## src/rtl/p4_router_egress_demux.sv

```systemverilog
`default_nettype none
// =============================================================================
// Module   : p4_router_egress_demux
// Brief    : Steers whole packets from the VNP4 wrapper to one of NUM_EGR_PORTS
//            AXIS egress streams; drops out-of-range packets and counts both.
// Revision : 1.0 - initial release
// =============================================================================
module p4_router_egress_demux #(
  parameter int DATA_BYTES     = 64,
  parameter int NUM_EGR_PORTS  = 4,
  parameter int EGR_PORT_WIDTH = 4,
  parameter int ING_PORT_WIDTH = 4,
  parameter int CNT_WIDTH      = 32
) (
  input  logic                                     clk,
  input  logic                                     sreset,
  input  logic [8*DATA_BYTES-1:0]                  s_axis_tdata,
  input  logic [DATA_BYTES-1:0]                    s_axis_tkeep,
  input  logic                                     s_axis_tlast,
  input  logic [ING_PORT_WIDTH+EGR_PORT_WIDTH-1:0] s_axis_tuser,
  input  logic                                     s_axis_tvalid,
  output logic                                     s_axis_tready,
  output logic [8*DATA_BYTES-1:0]                  m_axis_tdata,
  output logic [DATA_BYTES-1:0]                    m_axis_tkeep,
  output logic                                     m_axis_tlast,
  output logic [ING_PORT_WIDTH-1:0]                m_axis_tuser,
  output logic [NUM_EGR_PORTS-1:0]                 m_axis_tvalid,
  input  logic [NUM_EGR_PORTS-1:0]                 m_axis_tready,
  output logic [CNT_WIDTH-1:0]                     fwd_pkt_count,
  output logic [CNT_WIDTH-1:0]                     drop_pkt_count,
  output logic                                     drop_pulse
);

  localparam int c_sel_width = (NUM_EGR_PORTS > 1) ? $clog2(NUM_EGR_PORTS) : 1;

  localparam logic [1:0] c_idle = 2'd0;
  localparam logic [1:0] c_fwd  = 2'd1;
  localparam logic [1:0] c_drop = 2'd2;

  localparam logic [CNT_WIDTH-1:0] c_cnt_max = {CNT_WIDTH{1'b1}};

  logic [1:0]                r_state;
  logic [1:0]                w_state_next;
  logic [EGR_PORT_WIDTH-1:0] w_in_egr;
  logic [ING_PORT_WIDTH-1:0] w_in_ing;
  logic                      w_port_ok;
  logic                      w_accept;
  logic                      w_sof;
  logic                      w_dropping;
  logic                      w_load;
  logic                      w_drop_sof;
  logic                      w_out_ready;
  logic                      w_fwd_done;
  logic [c_sel_width-1:0]    w_beat_sel;
  logic [ING_PORT_WIDTH-1:0] w_beat_ing;

  logic [c_sel_width-1:0]    r_sel;
  logic [ING_PORT_WIDTH-1:0] r_ing;
  logic                      r_out_valid;
  logic [c_sel_width-1:0]    r_out_sel;
  logic [8*DATA_BYTES-1:0]   r_out_data;
  logic [DATA_BYTES-1:0]     r_out_keep;
  logic                      r_out_last;
  logic [ING_PORT_WIDTH-1:0] r_out_user;
  logic [CNT_WIDTH-1:0]      r_fwd_cnt;
  logic [CNT_WIDTH-1:0]      r_drop_cnt;
  logic                      r_drop_pulse;

  assign w_in_egr  = s_axis_tuser[EGR_PORT_WIDTH-1:0];
  assign w_in_ing  = s_axis_tuser[ING_PORT_WIDTH+EGR_PORT_WIDTH-1:EGR_PORT_WIDTH];
  assign w_port_ok = (32'(w_in_egr) < NUM_EGR_PORTS);

  // ---------------------------------------------------------------------------
  // Packet framing FSM
  // ---------------------------------------------------------------------------
  always_ff @(posedge clk) begin
    if (sreset) begin
      r_state <= c_idle;
    end else begin
      r_state <= w_state_next;
    end
  end

  always_comb begin
    w_state_next = r_state;
    case (r_state)
      c_idle: begin
        if (w_accept && !s_axis_tlast) begin
          w_state_next = w_port_ok ? c_fwd : c_drop;
        end
      end
      c_fwd, c_drop: begin
        if (w_accept && s_axis_tlast) begin
          w_state_next = c_idle;
        end
      end
      default: w_state_next = c_idle;
    endcase
  end

  // Dropped beats bypass the output register, so they never wait on egress.
  always_comb begin
    w_sof      = 1'b0;
    w_dropping = 1'b0;
    case (r_state)
      c_idle: begin
        w_sof      = 1'b1;
        w_dropping = !w_port_ok;
      end
      c_fwd:   w_dropping = 1'b0;
      c_drop:  w_dropping = 1'b1;
      default: w_dropping = 1'b0;
    endcase
  end

  assign w_out_ready   = m_axis_tready[r_out_sel];
  assign s_axis_tready = w_dropping || !r_out_valid || w_out_ready;
  assign w_accept      = s_axis_tvalid && s_axis_tready;
  assign w_load        = w_accept && !w_dropping;
  assign w_drop_sof    = w_accept && w_sof && !w_port_ok;
  assign w_fwd_done    = r_out_valid && w_out_ready && r_out_last;

  assign w_beat_sel = w_sof ? w_in_egr[c_sel_width-1:0] : r_sel;
  assign w_beat_ing = w_sof ? w_in_ing : r_ing;

  always_ff @(posedge clk) begin
    if (sreset) begin
      r_sel <= '0;
      r_ing <= '0;
    end else if (w_accept && w_sof && w_port_ok) begin
      r_sel <= w_in_egr[c_sel_width-1:0];
      r_ing <= w_in_ing;
    end
  end

  // ---------------------------------------------------------------------------
  // Output register stage
  // ---------------------------------------------------------------------------
  always_ff @(posedge clk) begin
    if (sreset) begin
      r_out_valid <= 1'b0;
      r_out_sel   <= '0;
      r_out_data  <= '0;
      r_out_keep  <= '0;
      r_out_last  <= 1'b0;
      r_out_user  <= '0;
    end else if (w_load) begin
      r_out_valid <= 1'b1;
      r_out_sel   <= w_beat_sel;
      r_out_data  <= s_axis_tdata;
      r_out_keep  <= s_axis_tkeep;
      r_out_last  <= s_axis_tlast;
      r_out_user  <= w_beat_ing;
    end else if (w_out_ready) begin
      r_out_valid <= 1'b0;
    end
  end

  for (genvar i = 0; i < NUM_EGR_PORTS; i++) begin : g_tvalid
    assign m_axis_tvalid[i] = r_out_valid && (r_out_sel == c_sel_width'(i));
  end

  assign m_axis_tdata = r_out_data;
  assign m_axis_tkeep = r_out_keep;
  assign m_axis_tlast = r_out_last;
  assign m_axis_tuser = r_out_user;

  // ---------------------------------------------------------------------------
  // Statistics (saturating)
  // ---------------------------------------------------------------------------
  always_ff @(posedge clk) begin
    if (sreset) begin
      r_fwd_cnt    <= '0;
      r_drop_cnt   <= '0;
      r_drop_pulse <= 1'b0;
    end else begin
      r_drop_pulse <= w_drop_sof;
      if (w_fwd_done && (r_fwd_cnt != c_cnt_max)) begin
        r_fwd_cnt <= r_fwd_cnt + 1'b1;
      end
      if (w_drop_sof && (r_drop_cnt != c_cnt_max)) begin
        r_drop_cnt <= r_drop_cnt + 1'b1;
      end
    end
  end

  assign fwd_pkt_count  = r_fwd_cnt;
  assign drop_pkt_count = r_drop_cnt;
  assign drop_pulse     = r_drop_pulse;

endmodule
`default_nettype wire

```

## config.mk

```make
export PLATFORM = sky130hd
export DESIGN_NAME = p4_router_egress_demux
export DESIGN_NICKNAME = d
export VERILOG_FILES = /design/src/rtl/p4_router_egress_demux.sv
export SDC_FILE = /design/constraint.sdc
export NUM_CORES = 1
export LEC_CHECK = 0
export ABC_AREA = 0
export BUFFER_PORTS_ARGS = -buffer_cell sky130_fd_sc_hd__buf_2
export CAP_MARGIN = 20
export CELL_PAD_IN_SITES_DETAIL_PLACEMENT = 1
export CELL_PAD_IN_SITES_GLOBAL_PLACEMENT = 2
export CORE_AREA = 2 2 482 484
export DETAILED_ROUTE_END_ITERATION = 10
export DIE_AREA = 0 0 484 486
export MAX_ROUTING_LAYER = met4
export PLACE_DENSITY = 0.4
export SYNTH_ARGS = -nofsm -noshare
export SYNTH_HDL_FRONTEND = slang
export SYNTH_SLANG_ARGS = --single-unit
```

## constraint.sdc

```tcl
create_clock -name clk -period 6.5 [get_ports clk]
set_input_delay 0.65 -clock clk [delete_from_list [all_inputs] [get_ports clk]]
set_output_delay 0.65 -clock clk [all_outputs]
set_load 0.05 [all_outputs]
```

# Word-level counts from Yosys, hierarchy flattened
# Index checks and enable logic that the tools add are counted.
# W data, S select, Z words.
# totals
wordCells	63
out_inout_bits	651
register_bits	657
input_bits	592
# op_classes
n_addsub	2
reduce_logical	26
n_eq_ne	9
magnitude_cmp	2
mux	12
# op_table
cell	count
$add A32 B1 Y32 const B	2
$ne A32 B32 Y1 const B	2
$logic_and A1 B1 Y1	15
$mux W2	4
$eq A2 B2 Y1 const B	3
$eq A2 B1 Y1 const B	2
$logic_not A1 Y1	4
$logic_not A2 Y1	2
$lt A4 B3 Y1 const B	1
$mux W1	4
$mux W4	1
$ne A2 B2 Y1 const B	2
$pmux W2 S2	1
$lt A2 B3 Y1 const B	1
$bmux W1 S2	1
$logic_or A1 B1 Y1	2
$pmux W1 S2	1
$reduce_and A2 Y1	1
$reduce_bool A2 Y1	1
$reduce_or A2 Y1	1

# Logic depth before layout (Yosys ltp)
# Gate-level depths: netlist of the first run.
# logic_depth
word_depth	9
ltp_mapped	11
depth_no_buf	7

# Worst setup path after synthesis of the first run
# Ideal clock, no wire load.
# synth_path
kind	flip-flop to flip-flop
from	register r_drop_cnt[1], in the netlist drop_pkt_count[1]
to	register r_drop_cnt[28], in the netlist drop_pkt_count[28]
setup_ns	0.070
path_stages_with_launch	8
required_ns	6.430
n_path_buf	1
slack_ns	3.935
t_arrival_ns	2.494
cell_sequence	dfxtp_1 ha_1 nand4_1 nor4_4 or4b_1 buf_2 or3_1 a21oi_1
# synth_via
elab_chain_cells	2
elab_cells_between_ends	3
cone_classes	1 x add/sub; 1 x eq/ne; 1 x reduce/logical
# synth_rtl
element	line_no	rtl
from (decl)	66	logic [CNT_WIDTH-1:0] r_drop_cnt;
from (signal assigned)	182	r_drop_cnt <= r_drop_cnt + 1'b1;
branches (longest 2 deep; another with $add A32 B1 Y32)	-	
# Parallel ways; which one is timed is not known.
# A chain may end at the register's enable or synchronous reset.

# Worst setup path in the final report of the first run
# layout_path
from	register r_state[0]
to	register r_out_data[41], in the netlist m_axis_tdata[41]
# layout_via
elab_chain_cells	6
elab_cells_between_ends	8
cone_classes	1 x eq/ne; 1 x mux; 6 x reduce/logical
# layout_rtl
element	line_no	rtl
from (decl)	42	logic [1:0] r_state;
from (signal assigned)	78	r_state <= c_idle;
from (signal assigned)	80	r_state <= w_state_next;
$eq A2 B2 Y1 or $logic_not A2 Y1 (tied branches)	105	case (r_state)
$pmux W1 S2 (*)	105	
$logic_or A1 B1 Y1 (2 in a row)	117	assign s_axis_tready = w_dropping || !r_out_valid || w_out_ready;
$logic_and A1 B1 Y1	118	assign w_accept = s_axis_tvalid && s_axis_tready;
$logic_and A1 B1 Y1 (*)	119	assign w_load = w_accept && !w_dropping;
to (signal assigned)	150	r_out_data <= s_axis_tdata;
to (decl)	61	logic [8*DATA_BYTES-1:0] r_out_data;
# Mark *: on every way between the ends. The rest lies on a longest branch, timed or not.

==> key figures, run 1 <==
Synth
  – Post-Synth Simple-Gate Area: a little under a quarter
  – #FFs+latches synth: approximately 660
  – Syn Nets: between 3000 and 4000
  – Post-synthesis async set-or-reset flop share: 0%
  – Avg Cell Area, Syn: approximately 7.9 µm²
  – Synth Area in Compound Gates: between 10% and 20%
  – Post-synth EDFFs: 0
  – Multiplexer area fraction after synthesis: 0.964%
  – Main combinational cell family by area after synthesis: simple AND/OR/NAND/NOR gates
  – Syn Inst Count: around 3000
  – Adder-cell share of the synthesized area: less than 1%
  – Synthesized cell area: about 0.024 mm²
  – Sequential fraction of the synthesis area: between 50 and 60%
  – Synth warn: 0
  – Synth Area in XOR/XNOR: 0.445%
  – Top FF cell, synth: dfxtp_1
  – Unique masters post-synth: between 50 and 60

Hold path
  – Hold Crit Class: in -> reg
  – Hold_sp: s_axis_tdata[299]

Run status
  – Outcome: finished clean

Power and ir drop
  – Internal power: 0.00790 W
  – Clock power share: between 40% and 50%
  – Total net switching power: roughly 0.0038 W
  – Register share of total power: between 30% and 40%
  – Comb power frac: between 10% and 20%
  – Leakage: ~15 nW
  – Sw Ratio: about a third
  – Total power: approximately 0.012 W
  – Max VDD drop: roughly 0.18 mV
  – Pwr dens: ~320 mW/mm²

Routing
  – Vias per cell: about 3.5
  – Router iterations before antenna repair: 5
  – DRT Wirelength: between 150000 and 200000 µm
  – DR WL/cell: approximately 22 µm
  – Drt drc: 0
  – Vias post-DR: 25600
  – Final ANT Viol Nets: 0
  – Iter 0 DRT Violations: 923

Timing
  – Setup violators final: 0
  – Period utilization: a little over half
  – RSZ-0062 raised after global routing: false
  – Slew Limit Fails: 0
  – Setup TNS: 0 ns
  – Highest clock rate: roughly 0.29 GHz
  – Slew margin rel.: about 29%
  – Final setup skew: just over 0.04 ns
  – Min Tclk post-route: roughly 3.5 ns
  – Crit path setup slack, layout: 3.00 ns
  – Final hold slack: 0.144 ns
  – Worst slew pin tran: about 1.1 ns
  – Hold Vio Cnt, Final: 0

Placement
  – Pre-CTS setup slack: between 2 and 3 ns
  – Port-buffer cells: 1242
  – Gpl congestion: ~0.83
  – Hpwl dp: 125000 µm

Critical path
  – Slowest-stage cell, CP: nand3_4
  – CP Cell Sequence: inv_1 > ha_1 > o21a_1 > nor2_1 > nand3_4 > buf_12 > buf_12 > nand2_1 > a21oi_1
  – WS Path Type: reg -> reg
  – Buf+Inv Stages, Crit Path: 3
  – CP arrival: around 4.1 ns
  – Largest stage delay on the critical path: about 0.62 ns
  – Crit path launch: r_state[0]$_SDFFE_PP0P_
  – R2R setup slack: about 3 ns
  – Crit path launch type: flop
  – Most frequent CP cell: buf_12
  – Crit path max-delay family: simple AND/OR/NAND/NOR gates
  – CP Data Required Time: 7.08 ns
  – RR Startpoint: r_state[0]$_SDFFE_PP0P_
  – Crit end category: flop
  – Critical path peak fanout: between 100 and 150

Clock network
  – Clock Latency Late Sink: 0.74 ns
  – Longest Clk Path Bufs: 3
  – # resized after CTS: 0
  – Root Buffer: clkbuf_16
  – Cts hold-fix bufs: 0
  – CTS Buf Count: 96
  – Htree depth: 3
  – Clock transition at the registers of the reported paths: approximately 0.08 ns
  – CTS tree: done
  – Setup bufs post-CTS: 0
  – CTS sink count: 657

GRT
  – Initial antenna violation count: 115
  – Gr ovfl total: 0
  – Total GRT Usage: 13.6%
  – Vias in the first global route: about 26000
  – First-pass GRT wire length: 219000 µm
  – Largest net degree at the start of global routing: 156

Floorplanning
  – Row cnt: 176
  – Die Width: around 480 µm
  – Die Area: about 0.24 mm²
  – Io pins: between 1000 and 1500
  – Die height: approximately 490 µm
  – Core Area: ~0.23 mm²
  – Starting Density: 10.3%

Finish
  – Layout Nets: ~4700
  – Fillers: roughly 28000
  – Area grow syn2layout: 54.2%
  – Fin util: 15.9%
  – Share of layout cells above drive strength 1: about a third

Run
  – # Max-Cap Violations: 0
==> per-layer routing <==
metal	global-route usage [%]	vias up	part of all wire, %
met5	-	-	0
met4	4.08	0	3.2
met2	21.9	1040	47
met1	14.5	12000	39
li1	-	12300	-
met3	6.88	263	11
==> power by group through the flow <==
| stage | Clock [W] | Sequential (W) | Combinational (W) |
|---|---|---|---|
| floorplan | 0 | 0.00513 | 0.000480 |
| global placement | 0 | 0.00445 | 0.00194 |
| detailed placement | 0 | 0.00445 | 0.00195 |
| CTS | 0.00574 | 0.00437 | 0.00195 |
| global route | 0.00589 | 0.00439 | 0.00204 |
| finish | 0.00545 | 0.00437 | 0.00189 |
==> kinds of logic after synthesis <==
kind of cell	count (synthesis)
fa+ha+maj	4
simple gates	1370
buf+inv	222
xor+xnor	12
flops	657
mux	22
compound gates	695
==> cells in the final DEF (no fill, tap or decap), types with 6 or more instances in the layout <==
cell,synthesis,final
buf_2,52,1241
inv_1,11,11
buf_4,2,16
or3_1,29,29
nand3_1,25,24
and4_1,10,10
nand2_1,1181,1181
or4_1,17,17
diode_2,0,55
nand4_1,18,18
and3_1,7,6
nor4_1,7,7
dfxtp_1,657,657
a211oi_1,8,8
clkbuf_8,0,22
clkinv_2,0,10
o31ai_1,16,16
nor2b_1,7,7
nor2_1,49,49
xnor2_1,7,7
clkbuf_1,156,33
mux2_2,6,6
clkbuf_16,0,98
a21oi_1,623,623
buf_12,0,11
mux2i_1,16,16
o21ai_0,27,27
==> final timing paths <==
| check | end | cells past startpoint |
|---|---|---|
| setup reg to reg | m_axis_tdata[41]$_SDFFE_PP0P_ | 9 |
| setup / recovery | m_axis_tdata[41]$_SDFFE_PP0P_ | 9 |
| hold reg to reg | m_axis_tdata[284]$_SDFFE_PP0P_ | 2 |
| hold / removal | m_axis_tdata[299]$_SDFFE_PP0P_ | 3 |
==> Yosys cell counts, types with 16 or more instances <==
library cell / instances / area [µm²]
a21oi_1: 623 / 3120
buf_2: 52 / 260
clkbuf_1: 156 / 586
dfxtp_1: 657 / 13200
mux2i_1: 16 / 160
nand2_1: 1181 / 4430
nand3_1: 25 / 125
nand4_1: 18 / 113
nor2_1: 49 / 184
o21ai_0: 27 / 135
o31ai_1: 16 / 120
or3_1: 29 / 181
or4_1: 17 / 128
==> state kept, by name (all words and copies together), names as in the netlist, 2 cells and up <==
register and count:
r_ing 4, m_axis_tkeep 64, r_out_sel 2, m_axis_tdata 512, drop_pkt_count 32, fwd_pkt_count 32, r_state 2, m_axis_tuser 4
r_sel 2
==> tightest hold or removal path, stage by stage <==
cell and delay [ns]:
buf_2 0.09, nand2_1 0.05, a21oi_1 0.05
==> final cells by class <==
class	instances	area, µm²	area share (%)
clock inverter	21	293	0.803
sequential	657	13200	36.1
timing repair buffer	1269	6570	18.0
inverter	11	41.3	0.113
multi-input combinational	2103	9590	26.3
antenna	55	138	0.378
tap	3026	3790	10.4
clock buffer	153	2880	7.90
==> per-stage QoR <==
step / cell area, µm² / std cells
floorplan: 23600 / 2982
global placement: 33100 / 7066
detailed placement: 33100 / 7066
CTS: 36300 / 7240
global route: 36400 / 7287
finish: 36400 / 7295
No activity file was read; power rests on OpenSTA's default activity.
==> run 2, diff against run 1 <==
Settings changed: CORE_AREA 2 2 482 484 to 2 2 478 480, DIE_AREA 0 0 484 486 to 0 0 480 482, PLACE_DENSITY 0.4 to 0.41.
Clock period 6.5 ns to 3.6 ns, I/O delays scaled along.
==> run 2 against run 1 <==
  * Worst hold slack worse by 0.071 ns
  * Register-to-register slack lost 2.1 ns
  * First-iteration DRC count down 10%
  * Combinational power rose by 120%
  * Non-clock buffer count grew 645
  * Count of clock-buffer cells in the layout is 7 lower
  * Die area shrank 1.6%
  * Final cell count up 8.7%
  * Sequential cell count unchanged
  * Critical path type is now reg -> out
  * Largest cell class unchanged
  * Largest power group unchanged
==> key figures, run 2 (synthesized netlist as in run 1, its figures left out) <==
Critical path
  – Crit path max-delay family: compound AO/OA/AOI/OAI gates
  – Worst-case reg-to-reg path depth: 7 (-2)
  – Critical path peak fanout: 6 (-96%)
  – CP arrival: 2.42 ns (-1.66 ns)
  – RR Startpoint: r_out_sel[0]$_SDFFE_PP0P_
  – Crit end category: primary output
  – WS Path Type: reg -> out
  – Slowest-stage cell, CP: a22oi_1
  – Largest stage delay on the critical path: 0.59 ns (-0.03 ns)
  – CP Cell Sequence: mux2i_1 > a22oi_1 > or3_1 > buf_2
  – RR Endpoint: m_axis_tuser[0]$_SDFFE_PP0P_
  – Buf+Inv Stages, Crit Path: 1 (-2)
  – CP Data Required Time: 3.24 ns (-3.84 ns)
  – R2R setup slack: 0.87 ns (-2.13 ns)
  – Crit path launch: r_out_sel[0]$_SDFFE_PP0P_
  – Crit path launch type: flop

Clock network
  – Clock Latency Late Sink: 0.75 ns (about the same)
  – CTS Buf Count: 95 (-1.0%)
  – Clock transition at the registers of the reported paths: 0.06 ns (-0.02 ns)
  – Htree depth: 3 (unchanged)
  – Root Buffer: clkbuf_16
  – CTS tree: done
  – CTS sink count: 657 (unchanged)
  – Longest Clk Path Bufs: 3 (unchanged)

Routing
  – Router iterations before antenna repair: 5 (unchanged)
  – DR WL/cell: 20.8 µm (-6.4%)
  – Vias post-DR: 27900 (+9.0%)
  – Final ANT Viol Nets: 0 (unchanged)
  – Vias per cell: 3.51 (+0.27%)
  – Drt drc: 0 (unchanged)
  – DRT Wirelength: 165000 µm (+1.8%)
  – Iter 0 DRT Violations: 829 (-10%)

Finish
  – Most frequent cells in the layout: 1241 x buf_2, 1181 x nand2_1, 657 x dfxtp_1
  – Share of layout cells above drive strength 1: 30.8% (-3.2 points)
  – Area grow syn2layout: 81.6%
  – Post-route cell area: 0.0429 mm² (+18%)
  – Most common cell after layout, fill and taps aside: buf_2
  – Layout Nets: 5378 (+14%)
  – Max reg flops: 512 (unchanged)
  – Fin util: 19.0% (+3.1 points)

Timing
  – Setup violators final: 0 (unchanged)
  – Period utilization: about 77%
  – Slew margin rel.: 31.6% (+2.5 points)
  – Final setup skew: 0.0548 ns (+0.0141 ns)
  – Worst slew pin tran: 1.02 ns (-0.0464 ns)
  – Slew Limit Fails: 0 (unchanged)
  – Highest clock rate: 0.360 GHz
  – Setup TNS: 0 ns (unchanged)
  – Hold Vio Cnt, Final: 0 (unchanged)
  – RSZ-0062 raised after global routing: false
  – Min Tclk post-route: about 2.8 ns

Hold path
  – Hold Crit Class: in -> reg
  – WHS Path Cells: 2 (-1)
  – Hold endpoint: m_axis_tkeep[63]$_SDFFE_PP0P_
  – Hold_sp: sreset

Power and ir drop
  – Total net switching power: 0.00708 W (+86%)
  – Clock power share: 44.6% (-1.9 points)
  – Sw Ratio: 32.7% (+0.20 points)
  – Max VDD drop: 0.354 mV (+100%)
  – Leakage: 18.0 nW (+18%)
  – Pwr dens: 504 mW/mm² (+57%)
  – Comb power frac: 19.1% (+2.9 points)
  – Total power: 0.0216 W (+85%)
  – Register share of total power: 36.3% (-1.0 points)
  – Internal power: 0.0146 W (+84%)

GRT
  – Initial antenna violation count: 91 (-21%)
  – Vias in the first global route: 29500 (+13%)
  – Total GRT Usage: 14.0% (+0.45 points)
  – Gr ovfl total: 0 (unchanged)
  – First-pass GRT wire length: 226000 µm (+3.3%)
  – Largest net degree at the start of global routing: 90 (-42%)

Floorplanning
  – Die Area: 0.231 mm² (-1.6%)
  – Die Width: 480 µm (-0.83%)
  – Starting Density: 10.4% (+0.14 points)
  – Core Area: 0.226 mm² (-1.3%)
  – Row cnt: 175 (-0.57%)
  – Die height: 482 µm (-0.82%)
  – Io pins: 1243 (unchanged)

Run
  – # Max-Cap Violations: 0 (unchanged)

Placement
  – Port-buffer cells: 1242 (unchanged)
  – Placed cell area: 0.0338 mm² (+1.9%)
  – Gpl congestion: 0.798 (-3.7%)
  – Hpwl dp: 130000 µm (+4.1%)

Run status
  – Outcome: finished clean
==> run 2: through the flow <==
| stage | hold slack [ns] | instances | worst slack (ns) |
|---|---|---|---|
| after floorplan | 0.427 | 2982 | 1.04 |
| after global placement | 0.438 | 7111 | 0.731 |
| after detailed placement | 0.441 | 7111 | 0.722 |
| after CTS | 0.0191 | 7869 | 0.682 |
| after global routing | 0.0656 | 7921 | 0.448 |
| final | 0.0735 | 7930 | 0.822 |
==> run 2: layer usage <==
layer  track usage (%)  wire length, µm  vias up
met5                 -                0        -
met4              5.51             6470        0
met3              5.74            16100      247
met2              22.6            76700      990
met1              15.3            65600    13100
li1                  -                -    13600
==> run 2: area by class of cell <==
class	instances	area, µm²
Timing Repair Buffer	1914	13100
Clock buffer	146	2770
Fill cell	27200	183000
Sequential cell	657	13200
Inverter	11	41.3
Antenna cell	61	153
Multi-Input combinational cell	2103	9590
Clock inverter	29	399
Tap cell	3009	3760
==> run 2: how the worst max path moves through the flow <==
stage / slack [ns] / depth (start not counted) / end
after detailed placement: 0.72 / 7 / m_axis_tdata[462]$_SDFFE_PP0P_
after floorplan: 1.04 / 7 / drop_pkt_count[28]$_SDFFE_PP0P_
final: 0.82 / 4 / s_axis_tready
after CTS: 0.68 / 4 / s_axis_tready
after global routing: 0.45 / 7 / m_axis_tuser[3]$_SDFFE_PP0P_
after global placement: 0.73 / 7 / m_axis_tuser[3]$_SDFFE_PP0P_
==> run 2: power by group through the flow <==
stage / combinational (W) / sequential (W) / clock [W]
finish: 0.00413 / 0.00785 / 0.00966
detailed placement: 0.00365 / 0.00802 / 0
global placement: 0.00365 / 0.00801 / 0
global route: 0.00445 / 0.00790 / 0.0104
floorplan: 0.000867 / 0.00926 / 0
CTS: 0.00425 / 0.00786 / 0.0102
==> run 2: worst register-to-register path: stages, from the launching register on <==
cell and delay, ns:
dfxtp_1 0.44, mux2i_1 0.16, a22oi_1 0.59, and3_4 0.58
buf_12 0.36, buf_4 0.25, nor2_1 0.05, a211oi_1 0.21
==> run 2: what timing repair did <==
action | 4_1_cts | 5_1_grt
hold endpoints to repair | 587 | 0
buffers inserted | 0 | 0
gates resized for setup | 0 | 0
hold buffers | 583 | 0
